`src/rtl/lb_arbiter_pkg.sv`:
```
// Shared types and constants for the two-master local-bus arbiter.
package lb_arbiter_pkg;

    typedef enum logic [1:0] {
        IDLE  = 2'd0,
        WRITE = 2'd1,
        READ  = 2'd2
    } state_t;

    localparam int TIMEOUT_DEFAULT = 255;

    localparam logic [1:0] GNT_NONE = 2'b00;

    // Watchdog counter width; at least one bit so a disabled watchdog still elaborates.
    function automatic int cnt_width(input int timeout);
        return (timeout > 0) ? $clog2(timeout + 1) : 1;
    endfunction

endpackage

```
`src/rtl/lb_rr_pick2.sv`:
```
// Two-way round-robin pick: a lone requester wins; on a tie the one not granted last wins.
module lb_rr_pick2
    import lb_arbiter_pkg::*;
(
    input  logic [1:0] req,
    input  logic       last,
    output logic [1:0] win
);

    always_comb begin
        win = GNT_NONE;
        if (req == 2'b11) begin
            win = last ? 2'b01 : 2'b10;
        end else begin
            win = req;
        end
    end

endmodule

```
`src/rtl/lb_arbiter.sv`:
```
// Shares one local-bus slave port between two masters, one transaction at a time,
// round-robin, with registered downstream requests and a no-ack watchdog.
module lb_arbiter
    import lb_arbiter_pkg::*;
#(
    parameter int ADDR_W  = 16,
    parameter int DATA_W  = 32,
    parameter int TIMEOUT = TIMEOUT_DEFAULT
) (
    input  logic                clk,
    input  logic                rst,

    input  logic [ADDR_W-1:0]   m0_waddr,
    input  logic [DATA_W-1:0]   m0_wdata,
    input  logic [DATA_W/8-1:0] m0_wstrb,
    input  logic                m0_wen,
    output logic                m0_wready,
    input  logic [ADDR_W-1:0]   m0_raddr,
    input  logic                m0_ren,
    output logic [DATA_W-1:0]   m0_rdata,
    output logic                m0_rvalid,
    output logic                m0_err,

    input  logic [ADDR_W-1:0]   m1_waddr,
    input  logic [DATA_W-1:0]   m1_wdata,
    input  logic [DATA_W/8-1:0] m1_wstrb,
    input  logic                m1_wen,
    output logic                m1_wready,
    input  logic [ADDR_W-1:0]   m1_raddr,
    input  logic                m1_ren,
    output logic [DATA_W-1:0]   m1_rdata,
    output logic                m1_rvalid,
    output logic                m1_err,

    output logic [ADDR_W-1:0]   lb_waddr,
    output logic [DATA_W-1:0]   lb_wdata,
    output logic [DATA_W/8-1:0] lb_wstrb,
    output logic                lb_wen,
    input  logic                lb_wready,
    output logic [ADDR_W-1:0]   lb_raddr,
    output logic                lb_ren,
    input  logic [DATA_W-1:0]   lb_rdata,
    input  logic                lb_rvalid,

    output logic [1:0]          gnt
);

    localparam int STRB_W = DATA_W / 8;
    localparam int CNT_W  = cnt_width(TIMEOUT);

    state_t              state_q, state_d;
    logic                last_q, last_d;
    logic [1:0]          gnt_q, gnt_d;
    logic [ADDR_W-1:0]   lb_waddr_q, lb_waddr_d;
    logic [DATA_W-1:0]   lb_wdata_q, lb_wdata_d;
    logic [STRB_W-1:0]   lb_wstrb_q, lb_wstrb_d;
    logic                lb_wen_q, lb_wen_d;
    logic [ADDR_W-1:0]   lb_raddr_q, lb_raddr_d;
    logic                lb_ren_q, lb_ren_d;
    logic [CNT_W-1:0]    cnt_q, cnt_d;

    logic [1:0]          req;
    logic [1:0]          win;
    logic                win_m1;
    logic                win_wen;
    logic                wack;
    logic                rack;
    logic                timeout_hit;
    logic                wdone;
    logic                rdone;
    logic                tmo_err;

    assign req = {m1_wen | m1_ren, m0_wen | m0_ren};

    lb_rr_pick2 u_pick (
        .req  (req),
        .last (last_q),
        .win  (win)
    );

    assign win_m1  = win[1];
    assign win_wen = win_m1 ? m1_wen : m0_wen;

    // Acks only count while a transaction is outstanding; the ack wins over the watchdog.
    assign wack        = (state_q == WRITE) && lb_wready;
    assign rack        = (state_q == READ) && lb_rvalid;
    assign timeout_hit = (TIMEOUT != 0) && (state_q != IDLE) && (cnt_q == CNT_W'(TIMEOUT));
    assign wdone       = (state_q == WRITE) && (lb_wready || timeout_hit);
    assign rdone       = (state_q == READ) && (lb_rvalid || timeout_hit);
    assign tmo_err     = timeout_hit && !wack && !rack;

    always_ff @(posedge clk or negedge rst) begin
        if (!rst) begin
            state_q    <= IDLE;
            last_q     <= 1'b1;
            gnt_q      <= GNT_NONE;
            lb_waddr_q <= '0;
            lb_wdata_q <= '0;
            lb_wstrb_q <= '0;
            lb_wen_q   <= 1'b0;
            lb_raddr_q <= '0;
            lb_ren_q   <= 1'b0;
            cnt_q      <= '0;
        end else begin
            state_q    <= state_d;
            last_q     <= last_d;
            gnt_q      <= gnt_d;
            lb_waddr_q <= lb_waddr_d;
            lb_wdata_q <= lb_wdata_d;
            lb_wstrb_q <= lb_wstrb_d;
            lb_wen_q   <= lb_wen_d;
            lb_raddr_q <= lb_raddr_d;
            lb_ren_q   <= lb_ren_d;
            cnt_q      <= cnt_d;
        end
    end

    always_comb begin
        state_d    = state_q;
        last_d     = last_q;
        gnt_d      = gnt_q;
        lb_waddr_d = lb_waddr_q;
        lb_wdata_d = lb_wdata_q;
        lb_wstrb_d = lb_wstrb_q;
        lb_wen_d   = lb_wen_q;
        lb_raddr_d = lb_raddr_q;
        lb_ren_d   = lb_ren_q;
        cnt_d      = cnt_q;

        unique case (state_q)
            IDLE: begin
                if (win != GNT_NONE) begin
                    gnt_d  = win;
                    last_d = win_m1;
                    cnt_d  = '0;
                    // A master holding both wen and ren is served write-first.
                    if (win_wen) begin
                        state_d    = WRITE;
                        lb_wen_d   = 1'b1;
                        lb_waddr_d = win_m1 ? m1_waddr : m0_waddr;
                        lb_wdata_d = win_m1 ? m1_wdata : m0_wdata;
                        lb_wstrb_d = win_m1 ? m1_wstrb : m0_wstrb;
                    end else begin
                        state_d    = READ;
                        lb_ren_d   = 1'b1;
                        lb_raddr_d = win_m1 ? m1_raddr : m0_raddr;
                    end
                end
            end
            WRITE: begin
                if (wdone) begin
                    state_d  = IDLE;
                    gnt_d    = GNT_NONE;
                    lb_wen_d = 1'b0;
                end else begin
                    cnt_d = cnt_q + 1'b1;
                end
            end
            READ: begin
                if (rdone) begin
                    state_d  = IDLE;
                    gnt_d    = GNT_NONE;
                    lb_ren_d = 1'b0;
                end else begin
                    cnt_d = cnt_q + 1'b1;
                end
            end
            default: begin
                state_d  = IDLE;
                gnt_d    = GNT_NONE;
                lb_wen_d = 1'b0;
                lb_ren_d = 1'b0;
            end
        endcase
    end

    always_comb begin
        m0_wready = gnt_q[0] & wdone;
        m1_wready = gnt_q[1] & wdone;
        m0_rvalid = gnt_q[0] & rdone;
        m1_rvalid = gnt_q[1] & rdone;
        m0_err    = gnt_q[0] & tmo_err;
        m1_err    = gnt_q[1] & tmo_err;
        m0_rdata  = (gnt_q[0] & rack) ? lb_rdata : '0;
        m1_rdata  = (gnt_q[1] & rack) ? lb_rdata : '0;
    end

    assign lb_waddr = lb_waddr_q;
    assign lb_wdata = lb_wdata_q;
    assign lb_wstrb = lb_wstrb_q;
    assign lb_wen   = lb_wen_q;
    assign lb_raddr = lb_raddr_q;
    assign lb_ren   = lb_ren_q;
    assign gnt      = gnt_q;

endmodule

```
`config.mk`:
```
export PLATFORM = sky130hd
export DESIGN_NAME = lb_arbiter
export DESIGN_NICKNAME = d
export VERILOG_FILES = /design/src/rtl/lb_arbiter_pkg.sv /design/src/rtl/lb_rr_pick2.sv /design/src/rtl/lb_arbiter.sv
export SDC_FILE = /design/constraint.sdc
export NUM_CORES = 1
export LEC_CHECK = 0
export BUFFER_PORTS_ARGS = -buffer_cell sky130_fd_sc_hd__buf_2
export CORE_AREA = 2 2 123 125
export CTS_CLUSTER_SIZE = 14
export DETAILED_ROUTE_END_ITERATION = 8
export DIE_AREA = 0 0 125 127
export PLACE_DENSITY = 0.7
export SYNTH_ARGS = -nofsm -noshare
export SYNTH_HDL_FRONTEND = slang
export SYNTH_SLANG_ARGS = --single-unit
```
`constraint.sdc`:
```
create_clock -name clk -period 4.3 [get_ports clk]
set_clock_uncertainty 0.1 [all_clocks]
set_input_delay 0.215 -clock clk [delete_from_list [all_inputs] [get_ports clk]]
set_output_delay 0.215 -clock clk [all_outputs]
set_load 0.03 [all_outputs]
```
-- Word level (Yosys, flattened, before mapping)
Cells that the tools add are included.
Widths: inputs -> output; s select.
- bitwise logic cells: 13
- $add $sub $neg: 1
- multiplexer cells: 28
- reductions and logical operators: 22
- eq/ne operators: 11
- operators by type and width (operator ; count):
    $mux 32 ; 3
    $mux 16 ; 2
    $mux 8 ; 3
    $pmux 8 s3 ; 1
    $mux 2 ; 7
    $ne 2x2->1 const B ; 7
    $pmux 2 s3 ; 2
    $reduce_and 4->1 ; 3
    $reduce_and 3->1 ; 3
    $add 8x1->8 const B ; 1
    $and 1x1->1 ; 8
    $eq 8x8->1 const B ; 1
    $logic_and 1x1->1 ; 7
    $mux 1 ; 7
    $pmux 1 s3 ; 2
    $eq 2x2->1 const B ; 2
    $mux 4 ; 1
    $reduce_bool 2->1 ; 2
    $not 1->1 ; 3
    $reduce_bool 3->1 ; 1
    $eq 2x1->1 const B ; 1
    $logic_not 1->1 ; 2
    $logic_not 2->1 ; 1
    $logic_or 1x1->1 ; 2
    2 further kinds ; 3
- bits in registers: 83
- bits of input ports: 176

-- Depth between registers and ports, before layout
Gate-level depths: netlist of the first run.
- word-level depth: 7
- mapped depth: 9

-- By module
A second synthesis of the first run with hierarchy kept.
- cell total of the unflattened synthesis: 474
- area, all modules: 4474.3 µm²
- modules (own cells, without submodules) (module ; area an instance (µm²) ; cells each ; times used):
    lb_arbiter ; 4455.5 ; 471 ; 1
    lb_rr_pick2 ; 18.8 ; 3 ; 1

-- Worst setup path after synthesis of the first run
No wires, ideal clock.
- path kind: register to register
- from: reg state_q[0]
- to: reg gnt_q[0] (netlist: gnt[0])
- data required time: 4.072 ns
- clock period less this slack: 2.082 ns
- arrival: 1.854 ns
- setup slack: 2.218 ns
- cell stages (with the launch flop): 9
- library setup time: 0.128 ns
- path through: dfrtp_1 > inv_1 > ha_1 > buf_2 > and4b_4 > a31oi_4 > a21oi_2 > nand2_1 > mux2_1
- cells in the longest elaborated chain, start to end: 6
- elaborated cells on any way between the ends: 14
- those cells by class: eq/ne (5); mux (1); reduce/logical (8)
- ends and longest elaborated chain (item ; line ; source):
    start: declaration ; lb_arbiter.sv:51 ; state_t state_q, state_d;
    start signal: assignment ; lb_arbiter.sv:105 ; state_q <= state_d;
    $reduce_bool 2->1 ; lb_arbiter.sv:87 ; assign timeout_hit = (TIMEOUT != 0) && (state_q != IDLE) && (cnt_q == CNT_W'(TIMEOUT));
    $logic_and 1x1->1 ; lb_arbiter.sv:87 ;
    $logic_or 1x1->1, on equally long branches ; lb_arbiter.sv:89, lb_arbiter.sv:88 ;
    $logic_and 1x1->1, on equally long branches ; lb_arbiter.sv:89, lb_arbiter.sv:88 ;
    $ne 2x2->1 (no source line) ; -- ;
    $reduce_and 3->1 (no source line) ; -- ;
    end signal: assignment ; lb_arbiter.sv:107 ; gnt_q <= gnt_d;
    end: declaration ; lb_arbiter.sv:53 ; logic [1:0] gnt_q, gnt_d;
Parallel ways exist; a longest one is shown, timed or not.
A chain may end at the register's enable or synchronous reset.

-- Worst setup path after layout of the first run
- from: reg state_q[0]
- to: out m1_rdata[9]
- cells in the longest elaborated chain, start to end: 4
- ends and longest elaborated chain (item ; line ; source):
    $eq 2x2->1 ; lb_arbiter.sv:86 ; assign rack = (state_q == READ) && lb_rvalid;
    $logic_and 1x1->1 ; lb_arbiter.sv:86 ;
    $and 1x1->1 ; lb_arbiter.sv:185 ; m1_rdata = (gnt_q[1] & rack) ? lb_rdata : '0;
    $mux 32 ; lb_arbiter.sv:185 ;
    end: declaration ; lb_arbiter.sv:31 ; output logic [DATA_W-1:0] m1_rdata,
No other way between the ends.

==> implementation parameters, run 1 <==
Parameter                              Value

CTS
  Number of buffers added by the clock tree synthesis step ... 9
  Clk Latency, worst-skew pair ... about 340 ps
  Maximum count of clock buffers along a single path ... 2
  Number of clock sinks ... between 80 and 90
  Setup bufs post-CTS ... 0
  Post-CTS clock slew at the launch and capture registers of the worst setup and hold paths ... 60 ps
  H-tree level count ... 3
  Clk Tree Root Cell ... sky130_fd_sc_hd__clkbuf_16
  CTS tree ... built
  Post-cts sizing count ... 0

Synthesis
  Post-synth top area share ... 45.2%
  Most area-consuming cells after synthesis ... sky130_fd_sc_hd__dfrtp_1 (45%), sky130_fd_sc_hd__mux2i_1 (15%), sky130_fd_sc_hd__and2_1 (9.8%)
  Arithmetic-cell share of the synthesized area counting full adders, half adders and majority gates ... about 1.4%
  Main combinational cell family by area after synthesis ... simple AND/OR/NAND/NOR gates
  Synthesized area per cell ... 9.43 µm²
  Leading cell types by count after synthesis ... sky130_fd_sc_hd__dfrtp_1 (82), sky130_fd_sc_hd__and2_1 (71), sky130_fd_sc_hd__mux2i_1 (69)
  Area leader, netlist ... sky130_fd_sc_hd__dfrtp_1
  Count leader, synth ... sky130_fd_sc_hd__dfrtp_1
  Synthesized Nets ... 663
  Sequential cell area fraction in the yosys report ... 45.7%
  Synthesized instance count ... 482
  Synth Area in Compound Gates ... 11.8%
  Xor/xnor cell area share of the yosys netlist ... 0%
  Prevailing post-synth register cell ... sky130_fd_sc_hd__dfrtp_1
  Number of register bits inferred by synthesis ... 83
  Share of async-settable or async-resettable flops after synthesis ... 100%
  Fraction of synthesized area in multiplexers ... between 15 and 20%
  Synthesized-area fraction occupied by and/or/nand/nor cells ... about a fifth
  Count of unique library cells instantiated by Yosys ... 35
  Synth Warn # ... 0
  Post-synth EDFFs ... 0
  Netlist area before placement ... 0.00454 mm²

Pwr
  Fraction of power spent switching nets ... between 40% and 50%
  PnR Total Power ... 4.38 mW
  Power density over cell area ... 666 mW/mm²
  Worst voltage drop across the vdd grid ... 0.298 mV
  Relative contribution of the clock network to total power ... 17.1%
  Proportion of power drawn by combinational gates ... 52.2%
  Internal ... about 2.3 mW
  Register share of total power ... 30.7%
  Cell leakage power ... 3.54 nW
  Net switching power of the design ... 2.08 mW

Global route
  Maximum number of pins on one net before global-route repair ... 106
  First-pass GRT wire length ... 21,800 µm
  Overall fraction of global-route tracks in use ... between 10% and 20%
  Via count of the first global-routing pass ... approximately 4,300
  GRT Residual Overflow ... 0
  Initial antenna violation count ... 1

Flow run
  Max-cap check violation count ... 0

Floorplanning
  Die area ... 0.0159 mm²
  Floorplan die width ... 125 µm
  Site row count ... between 40 and 50
  Placeable Area ... 0.0144 mm²
  Starting density of the core ... 31.5%
  IO Count ... between 300 and 400
  Die Height ... between 100 and 150 µm

Detailed routing
  Antenna violation net count after detailed routing ... 0
  Via count ... 4,552
  DRT iter0 DRCs ... approximately 170
  Wire length reported by the detailed router ... between 10,000 and 15,000 µm
  Initial DRT Pass Iterations ... 4
  Avg WL per Cell ... 14.4 µm
  Via density per instance ... 4.69
  Detailed-route DRC error count ... 0

Timing
  Max-slew headroom at the worst pin ... 25.0%
  Final hold viol count ... 0
  Transition time at the pin with the least slew margin ... 1130 ps
  Min Clock Period, post-route ... around 2600 ps
  Worst hold-check slack ... about 41 ps
  Setup_tns ... 0 ps
  Portion of the clock cycle consumed by the worst path in the final layout ... 61.0%
  Fmax ... roughly 0.38 GHz
  Setup violation total in the final timing report ... 0
  Max-slew violations ... 0
  Setup repair after global routing missed its margin ... no

Setup path
  Maximum cell stage delay along the critical path ... 710 ps
  Reg-to-reg critical path startpoint ... state_q[0]
  Crit path DAT ... approximately 2300 ps
  Register-to-register path setup slack ... between 1500 and 2000 ps
  R2R depth ... 7
  Worst path buffer plus inverter count ... 2
  Capture point of the worst reg-to-reg path ... cnt_q[6]
  Cell at the slowest stage of the critical path ... sky130_fd_sc_hd__and3_1
  Startpoint type of the worst setup path ... register
  Maximum fanout count along the critical path ... 32
  Ordered list of cells on the worst path ... inv_1 -> ha_1 -> and3_1 -> and2_1 -> buf_2
  Kind of cell adding the most delay to the critical path ... simple AND/OR/NAND/NOR gates
  Crit path required time ... 3980 ps
  Critical Path Sink Type ... output pin
  Type of the setup path with the least slack ... register to output pin

Hold path
  Min-Delay Endpoint ... lb_raddr[6]
  Startpoint of the most critical hold path ... m0_raddr[6]
  Kind of path behind the tightest hold check ... input pin to register
  Hold Path Stages ... 3

Finish
  Ratio of cells with drive above 1 in the final layout ... 44.0%
  Final design instance area without fill ... 0.00657 mm²
  Final-stage net count ... 962
  Final antenna diode count ... 0
  Area growth from synthesis to layout ... 44.6%

Place
  Estimated wirelength of the detail-placed design ... 10,800 µm
  Number of port buffers ... around 320
  Placed instance area ... 0.00627 mm²
  Final weighted congestion in routability-driven placement ... 0.881

Status
  Status ... complete, no violations
[state kept, by name, summed over array words and instances, names as in the netlist]
| signal | count |
|---|---|
| lb_wdata | 32 |
| last_q | 1 |
| state_q | 2 |
| gnt | 2 |
| cnt_q | 8 |
| lb_wstrb | 4 |
| lb_wen | 1 |
| lb_ren | 1 |
| lb_raddr | 16 |
| lb_waddr | 16 |
[tightest hold or removal path: stages]
cell	delay, ps
sky130_fd_sc_hd__buf_2	70
sky130_fd_sc_hd__mux2i_1	50
sky130_fd_sc_hd__o21ai_1	110
[worst max path at each step]
stage,start,endpoint,slack (ps),cells past startpoint
global placement,state_q[1],cnt_q[3],1950,7
CTS,state_q[0],m1_rdata[9],1650,5
detailed placement,state_q[0],cnt_q[6],1890,7
global route,state_q[0],m1_rdata[7],1460,5
floorplan,state_q[0],gnt[0],2220,8
finish,state_q[0],m1_rdata[9],1680,5
[cell families after synthesis]
kind of cell | Yosys count
multiplexers | 72
flip-flops | 83
buffers and inverters | 40
adder cells (fa/ha/maj) | 5
AND/OR/NAND/NOR | 190
AO/OA/AOI/OAI | 92
[power groups by stage]
stage,Combinational (mW),Sequential (mW),Clock [mW]
floorplan,0.976,1.99,0
global placement,2.27,1.35,0
detailed placement,2.32,1.35,0
CTS,2.32,1.35,0.773
global route,2.49,1.39,0.799
finish,2.29,1.34,0.748
[placed cells by master (no fill, tap or decap), types with 4 or more instances in the layout]
master / instances
sky130_fd_sc_hd__a21oi_1: 55
sky130_fd_sc_hd__and2_1: 71
sky130_fd_sc_hd__and3_1: 4
sky130_fd_sc_hd__buf_2: 316
sky130_fd_sc_hd__clkbuf_16: 9
sky130_fd_sc_hd__dfrtp_1: 82
sky130_fd_sc_hd__ha_1: 5
sky130_fd_sc_hd__inv_1: 7
sky130_fd_sc_hd__mux2i_1: 69
sky130_fd_sc_hd__nand2_1: 31
sky130_fd_sc_hd__nand3_1: 10
sky130_fd_sc_hd__nor2_1: 62
sky130_fd_sc_hd__o21ai_1: 18
[repair_timing]
item,in CTS,in global routing
endpoints found under the setup margin,0,0
hold buffers,1,0
endpoints found under the hold margin,38,0
[layer usage]
metal  routed length, µm  share of wire [%]  track usage (%)  up-vias
met3                1010                7.2             4.19       21
met5                  11              0.079                0        -
met2                7250                 52             31.7      205
met1                5400                 39             18.7     2090
li1                    -                  -                -     2234
met4                 346                2.5             7.45        2
[metrics by stage]
stage	util (%)	std cells	setup WS [ps]
floorplan	-	482	2220
global placement	43.5	953	1950
detailed placement	43.5	953	1890
CTS	45.5	970	1650
global route	45.5	970	1460
finish	45.5	970	1680
[final cells by class]
cell class | count | area [µm²]
Tap cell | 184 | 230
Inverter | 7 | 26.3
Clock buffer | 11 | 253
Multi-Input combinational cell | 359 | 2310
Sequential cell | 83 | 2080
Clock inverter | 5 | 36.3
Fill cell | 1430 | 7860
Timing Repair Buffer | 321 | 1630
No activity file was read; power rests on OpenSTA's default activity.
==> inputs of run 2 (changes only) <==
Settings changed: PLACE_DENSITY 0.7 to 0.72.
Clock period 4.3 ns to 2.1 ns, I/O delays scaled along.
==> run 2 against run 1 <==
The run now ends with negative hold slack, negative setup slack left. Sequential cell count did not move. Setup slack got worse by 1700 ps. Critical path depth grew 2. Non-clock buffer count grew 149. Core utilization rose by 12 points. First-iteration DRC count fell by 28%. Sequential share of layout area shrank 6.6 points. Die area did not move. Design area is 26% higher. Via count up 17%. Largest power group unchanged. Routed wire length grew 27%.
==> implementation parameters, run 2 (same netlist as run 1, synthesis figures left out) <==
Parameter                              Value

Floorplanning
  IO Count ... 318 (unchanged)
  Die Height ... 127 µm (unchanged)
  Placeable Area ... 0.0144 mm² (unchanged)
  Die area ... 0.0159 mm² (unchanged)
  Starting density of the core ... 31.5% (unchanged)
  Floorplan die width ... 125 µm (unchanged)
  Site row count ... 44 (unchanged)

Place
  Final weighted congestion in routability-driven placement ... 0.842 (-4.4%)
  Number of port buffers ... 317 (unchanged)
  Estimated wirelength of the detail-placed design ... 11,200 µm (+3.4%)

Detailed routing
  Via count ... 5,318 (+17%)
  Initial DRT Pass Iterations ... 5 (+1)
  Avg WL per Cell ... 15.9 µm (+10%)
  Via density per instance ... 4.76 (+1.4%)
  Detailed-route DRC error count ... 0 (unchanged)
  DRT iter0 DRCs ... 125 (-28%)
  Antenna violation net count after detailed routing ... 0 (unchanged)
  Wire length reported by the detailed router ... 17,800 µm (+27%)

Setup path
  Startpoint type of the worst setup path ... register
  Crit path DAT ... 1900 ps (-410 ps)
  Type of the setup path with the least slack ... register to output pin
  Critical Path Sink Type ... output pin
  Maximum fanout count along the critical path ... 3 (-91%)
  Crit path required time ... 1890 ps (-2090 ps)

Pwr
  Proportion of power drawn by combinational gates ... 58.2% (+6.0 points)
  Power density over cell area ... 1240 mW/mm² (+86%)
  Fraction of power spent switching nets ... 45.2% (-2.3 points)
  Relative contribution of the clock network to total power ... 15.0% (-2.1 points)
  Worst voltage drop across the vdd grid ... 0.730 mV (+140%)
  Internal ... 5.63 mW (+140%)
  PnR Total Power ... 10.3 mW (+130%)
  Cell leakage power ... 4.36 nW (+23%)
  Register share of total power ... 26.9% (-3.8 points)
  Net switching power of the design ... 4.64 mW (+120%)

CTS
  CTS tree ... built
  Clk Latency, worst-skew pair ... 340 ps (about the same)
  Number of clock sinks ... 83 (unchanged)
  Number of buffers added by the clock tree synthesis step ... 9 (unchanged)
  Maximum count of clock buffers along a single path ... 2 (unchanged)
  Post-CTS clock slew at the launch and capture registers of the worst setup and hold paths ... 60 ps (about the same)
  Clk Tree Root Cell ... sky130_fd_sc_hd__clkbuf_16
  H-tree level count ... 3 (unchanged)

Flow run
  Max-cap check violation count ... 0 (unchanged)

Timing
  Portion of the clock cycle consumed by the worst path in the final layout ... 100%
  Min Clock Period, post-route ... 2100 ps
  Setup_tns ... -2.89 ps (-2.89 ps)
  Setup violation total in the final timing report ... 1 (+1)
  Worst hold-check slack ... -22.2 ps (-63.3 ps)
  Max-slew headroom at the worst pin ... 65.4% (+40 points)
  Transition time at the pin with the least slew margin ... 519 ps (-607 ps)
  Least setup slack across all paths after layout ... -2.89 ps (-1680 ps)
  Fmax ... between 0.4 and 0.5 GHz
  Setup repair after global routing missed its margin ... yes
  Final hold viol count ... 9 (+9)
  Max-slew violations ... 0 (unchanged)

Finish
  Most common cell after layout, fill and taps aside ... sky130_fd_sc_hd__buf_2
  Ratio of cells with drive above 1 in the final layout ... 44.7% (+0.67 points)
  Storage cell area ... 0.00208 mm² (unchanged)
  Flip-flop count of the largest register after layout ... 32 (unchanged)
  Top library cells by usage in the layout, fill and taps aside ... sky130_fd_sc_hd__buf_2 (308), sky130_fd_sc_hd__dlygate4sd3_1 (91), sky130_fd_sc_hd__dfrtp_1 (82), sky130_fd_sc_hd__and2_1 (68), sky130_fd_sc_hd__mux2i_1 (65)
  Area growth from synthesis to layout ... 82.3%
  Final-stage net count ... 1,111 (+15%)
  Multi-input combinational cell area ... 0.00243 mm² (+5.1%)
  Count of fill cells added during filler insertion ... 1,175 (-18%)

Global route
  Overall fraction of global-route tracks in use ... 21.7% (+4.6 points)
  Initial antenna violation count ... 0 (-1)
  GRT Residual Overflow ... 0 (unchanged)
  Via count of the first global-routing pass ... 5,543 (+28%)
  First-pass GRT wire length ... 27,800 µm (+27%)
  Maximum number of pins on one net before global-route repair ... 47 (-56%)

Status
  Failing checks ... negative hold slack, negative setup slack
  Status ... finished, violations left

Hold path
  Kind of path behind the tightest hold check ... input pin to register
run 2: cell count changes in the layout (fill, tap and decap cells not counted), sizes merged:
cell / delta
clkbuf: +4
buf: +43
clkinvlp: -1
dlymetal6s4s: +11
diode: +1
inv: -1
bufinv: +1
dlygate4sd3: +90
run 2: critical path: stages, from the launching register on:
cell	delay, ps
sky130_fd_sc_hd__dfrtp_1	360
sky130_fd_sc_hd__inv_2	60
sky130_fd_sc_hd__ha_4	150
sky130_fd_sc_hd__and4b_4	370
sky130_fd_sc_hd__nand3_2	90
sky130_fd_sc_hd__a221oi_2	220
sky130_fd_sc_hd__and2_1	180
sky130_fd_sc_hd__buf_6	130
run 2: layout make-up:
| type | count | area share, % |
|---|---|---|
| Clock buffer | 10 | 2.76 |
| Tap cell | 184 | 2.78 |
| Inverter | 7 | 0.317 |
| Clock inverter | 4 | 0.649 |
| Sequential cell | 83 | 25.1 |
| Multi-Input combinational cell | 359 | 29.3 |
| Timing Repair Buffer | 470 | 39.0 |
| Antenna cell | 1 | 0.0302 |
run 2: worst paths after layout:
path | from | end | slack, ps | depth (start not counted)
max | state_q[0] | m0_err | -3 | 7
min | m1_waddr[1] | lb_waddr[1] | -20 | 3
max reg2reg | last_q | lb_wdata[27] | 30 | 6
min reg2reg | lb_raddr[15] | lb_raddr[15] | 380 | 2
max in group asynchronous | rst | last_q | 990 | 3
min in group asynchronous | rst | lb_wdata[19] | 220 | 2
run 2: power by group through the flow:
stage,sequential (mW),clock [mW],combinational (mW)
after detailed placement,2.75,0,5.05
after floorplan,4.08,0,2.00
final,2.76,1.54,5.97
after CTS,2.74,1.58,5.52
after global routing,2.86,1.64,6.41
after global placement,2.73,0,4.97
run 2: repair_timing:
action / in CTS / in global routing
resized for setup: 17 / 56
endpoints found under the setup margin: 11 / 103
buffers inserted: 2 / 21
cloned: 0 / 3
pin swaps: 4 / 11
endpoints found under the hold margin: 105 / 1
hold buffers: 126 / 1
run 2: routing by layer:
| metal | track usage [%] | vias up | wire [µm] |
|---|---|---|---|
| li1 | - | 2537 | - |
| met1 | 23.3 | 2503 | 6640 |
| met2 | 41.0 | 240 | 9380 |
| met3 | 5.82 | 38 | 1280 |
| met4 | 7.97 | 0 | 467 |
| met5 | 0 | - | 0 |
run 2: stage by stage:
step | worst slack (ps) | hold slack, ps | cells | area [µm²] | util (%)
detailed placement | 7.48 | 15.0 | 975 | 6480 | 45.0
global route | -89.6 | 4.94 | 1117 | 8280 | 57.4
global placement | 55.4 | 16.4 | 975 | 6480 | 45.0
CTS | -1.20 | 0.347 | 1117 | 8100 | 56.1
finish | -2.89 | -22.2 | 1118 | 8280 | 57.4
floorplan | 18.1 | -291 | 482 | 4540 | -
==> inputs of run 3 (changes only) <==
Settings changed: BUFFER_PORTS_ARGS -buffer_cell sky130_fd_sc_hd__buf_2 to not set, CAP_MARGIN set to 30, CORE_AREA 2 2 123 125 to 2 2 124 126, DIE_AREA 0 0 125 127 to 0 0 126 128, DONT_BUFFER_PORTS set to 1, PLACE_DENSITY 0.72 to 0.52.
==> run 3 against run 2 <==
The run still ends with negative hold slack, negative setup slack left. Register-to-register slack worse by 60 ps. Non-clock buffer count is 275 lower. Critical path depth is 1 higher. Global-route usage is 2.6 points lower. Core utilization is 9.3 points lower. Sequential cell count stayed put. Sequential share of layout area is 4.0 points higher. Maximum frequency is 1.4% lower. First-iteration DRC count is 11% higher. Critical endpoint is now cnt_q[6]. Highest routed layer unchanged.
==> implementation parameters, run 3 (same netlist as run 1, synthesis figures left out) <==
Parameter                              Value

Detailed routing
  Avg WL per Cell ... 19.6 µm (+23%)
  Uppermost metal layer occupied by signal nets ... met4
  WL met3 ... 1410 µm (+11%)
  Antenna violation net count after detailed routing ... 0 (unchanged)
  Via density per instance ... 5.08 (+6.9%)
  Sum of met2 wire segment lengths after detailed routing ... 8700 µm (-7.3%)
  DRT iter0 DRCs ... 139 (+11%)
  M1 wire length ... 5840 µm (-12%)
  Via count ... 4,336 (-18%)
  Initial DRT Pass Iterations ... 4 (-1)
  Detailed-route DRC error count ... 0 (unchanged)
  Wire length reported by the detailed router ... 16,700 µm (-6.0%)

Timing
  Max-slew violations ... 0 (unchanged)
  Final hold viol count ... 83 (+74)
  Setup repair after global routing missed its margin ... yes
  Setup violation total in the final timing report ... 5 (+4)
  Worst hold-check slack ... -644 ps (-622 ps)
  Fmax ... 0.469 GHz (-1.4%)
  Least setup slack across all paths after layout ... -33.0 ps (-30.1 ps)
  Portion of the clock cycle consumed by the worst path in the final layout ... 102% (+1.4 points)
  Max-slew headroom at the worst pin ... 67.3% (+1.9 points)
  Min Clock Period, post-route ... 2130 ps (+30.1 ps)
  Transition time at the pin with the least slew margin ... 478 ps (-40.4 ps)
  Setup_tns ... -128 ps (-125 ps)

CTS
  CTS tree ... built
  Number of clock sinks ... 83 (unchanged)
  Number of hold buffers added after cts ... 137 (+8.7%)
  Clk Tree Root Cell ... sky130_fd_sc_hd__clkbuf_16
  Clk Latency, worst-skew pair ... 340 ps (about the same)
  H-tree level count ... 3 (unchanged)
  Number of buffers added by the clock tree synthesis step ... 9 (unchanged)
  Maximum count of clock buffers along a single path ... 2 (unchanged)
  Post-CTS clock slew at the launch and capture registers of the worst setup and hold paths ... 60 ps (about the same)

Finish
  Final-stage net count ... 837 (-25%)
  Utilization after layout ... 48.1% (-9.3 points)
  Most common cell after layout, fill and taps aside ... sky130_fd_sc_hd__dlygate4sd3_1
  Ratio of cells with drive above 1 in the final layout ... 20.6% (-24 points)
  Area growth from synthesis to layout ... 57.4%
  Top library cells by usage in the layout, fill and taps aside ... sky130_fd_sc_hd__dlygate4sd3_1 (135), sky130_fd_sc_hd__dfrtp_1 (82), sky130_fd_sc_hd__mux2i_1 (69), sky130_fd_sc_hd__nor2_1 (60), sky130_fd_sc_hd__a21oi_1 (55)
  Flip-flop count of the largest register after layout ... 32 (unchanged)

Pwr
  Cell leakage power ... 3.17 nW (-27%)
  Power density over cell area ... 1280 mW/mm² (+3.1%)
  PnR Total Power ... 9.15 mW (-11%)
  Worst voltage drop across the vdd grid ... 0.706 mV (-3.2%)

Place
  Estimated wirelength of the detail-placed design ... 10,200 µm (-9.0%)
  Number of port buffers ... 0 (-100%)
  Final weighted congestion in routability-driven placement ... 0.768 (-8.8%)
  Pre-CTS setup slack ... -11.5 ps (-18.9 ps)

Status
  Status ... finished, violations left
  Failing checks ... negative hold slack, negative setup slack

Hold path
  Kind of path behind the tightest hold check ... input pin to async pin

Setup path
  Startpoint type of the worst setup path ... register
  Critical Path Sink Type ... register
  Cell at the slowest stage of the critical path ... sky130_fd_sc_hd__or4_1
  Register-to-register path setup slack ... -30 ps (-60 ps)
  Crit path required time ... 2280 ps (+390 ps)
  Type of the setup path with the least slack ... register to register
  Kind of cell adding the most delay to the critical path ... simple AND/OR/NAND/NOR gates
  Maximum cell stage delay along the critical path ... 510 ps (+140 ps)
  Crit path DAT ... 2310 ps (+410 ps)
  Worst path buffer plus inverter count ... 4 (+2)
  Ordered list of cells on the worst path ... inv_2 -> buf_4 -> buf_4 -> ha_1 -> inv_1 -> o221ai_4 -> or4_1 -> nand3_1
  Critical path's most frequent cell ... sky130_fd_sc_hd__buf_4
  Maximum fanout count along the critical path ... 6 (+3)

Floorplanning
  Placeable Area ... 0.0149 mm² (+3.1%)
  Site row count ... 45 (+2.3%)
  Die area ... 0.0161 mm² (+1.6%)
  Die Height ... 128 µm (+0.79%)
  Starting density of the core ... 30.6% (-0.93 points)
  Floorplan die width ... 126 µm (+0.80%)
  IO Count ... 318 (unchanged)

Global route
  Via count of the first global-routing pass ... 4,543 (-18%)
  Overall fraction of global-route tracks in use ... 19.1% (-2.6 points)
  GRT Residual Overflow ... 0 (unchanged)
  First-pass GRT wire length ... 24,100 µm (-13%)
  Initial antenna violation count ... 2 (+2)
  Maximum number of pins on one net before global-route repair ... 93 (+98%)

Flow run
  Max-cap check violation count ... 0 (unchanged)
## run 3: area by class of cell
cell class	instances	area (µm²)
fill	1332	7710
multi-input combinational	360	2470
sequential	83	2080
timing repair buffer	195	2040
clock buffer	12	256
tap	188	235
clock inverter	4	33.8
inverter	7	26.3
antenna	4	10.0
## run 3: power by group
group	internal [mW]	total (mW)	leakage, nW	switching (mW)
Clock	0.877	1.53	0.145	0.658
Sequential	2.32	4.23	0.967	1.91
Combinational	1.56	3.38	2.06	1.82
## run 3: final timing paths
kind	start	to	depth (start not counted)
setup reg to reg	state_q[1]	cnt_q[6]	8
setup / recovery	state_q[1]	cnt_q[6]	8
max in group asynchronous	rst	last_q	0
hold / removal	rst	lb_waddr[13]	0
min in group clk	m1_wen	state_q[1]	3
hold reg to reg	cnt_q[7]	cnt_q[7]	1
## run 3: worst register-to-register path, cell delays in order (launching register included)
cell	delay (ps)
sky130_fd_sc_hd__dfrtp_1	360
sky130_fd_sc_hd__inv_2	60
sky130_fd_sc_hd__buf_4	120
sky130_fd_sc_hd__buf_4	120
sky130_fd_sc_hd__ha_1	230
sky130_fd_sc_hd__inv_1	270
sky130_fd_sc_hd__o221ai_4	200
sky130_fd_sc_hd__or4_1	510
sky130_fd_sc_hd__nand3_1	90
## run 3: per-stage QoR
stage | cell area [µm²] | std cells
finish | 7150 | 853
global route | 7150 | 853
CTS | 6960 | 840
detailed placement | 5160 | 682
global placement | 5160 | 682
floorplan | 4540 | 482
## run 3: metal layers
metal,GRT usage (%),vias up
met5,0,-
met4,10.4,0
met3,6.80,41
met2,34.6,251
met1,19.3,2041
li1,-,2003
## run 3: timing repair
action                                  4_1_cts  5_1_grt
gates resized for setup                      49       24
gates cloned                                  1        4
pin swaps                                     5        9
setup buffers                                 4        5
endpoints found under the hold margin       152       83
endpoints found under the setup margin       14      104
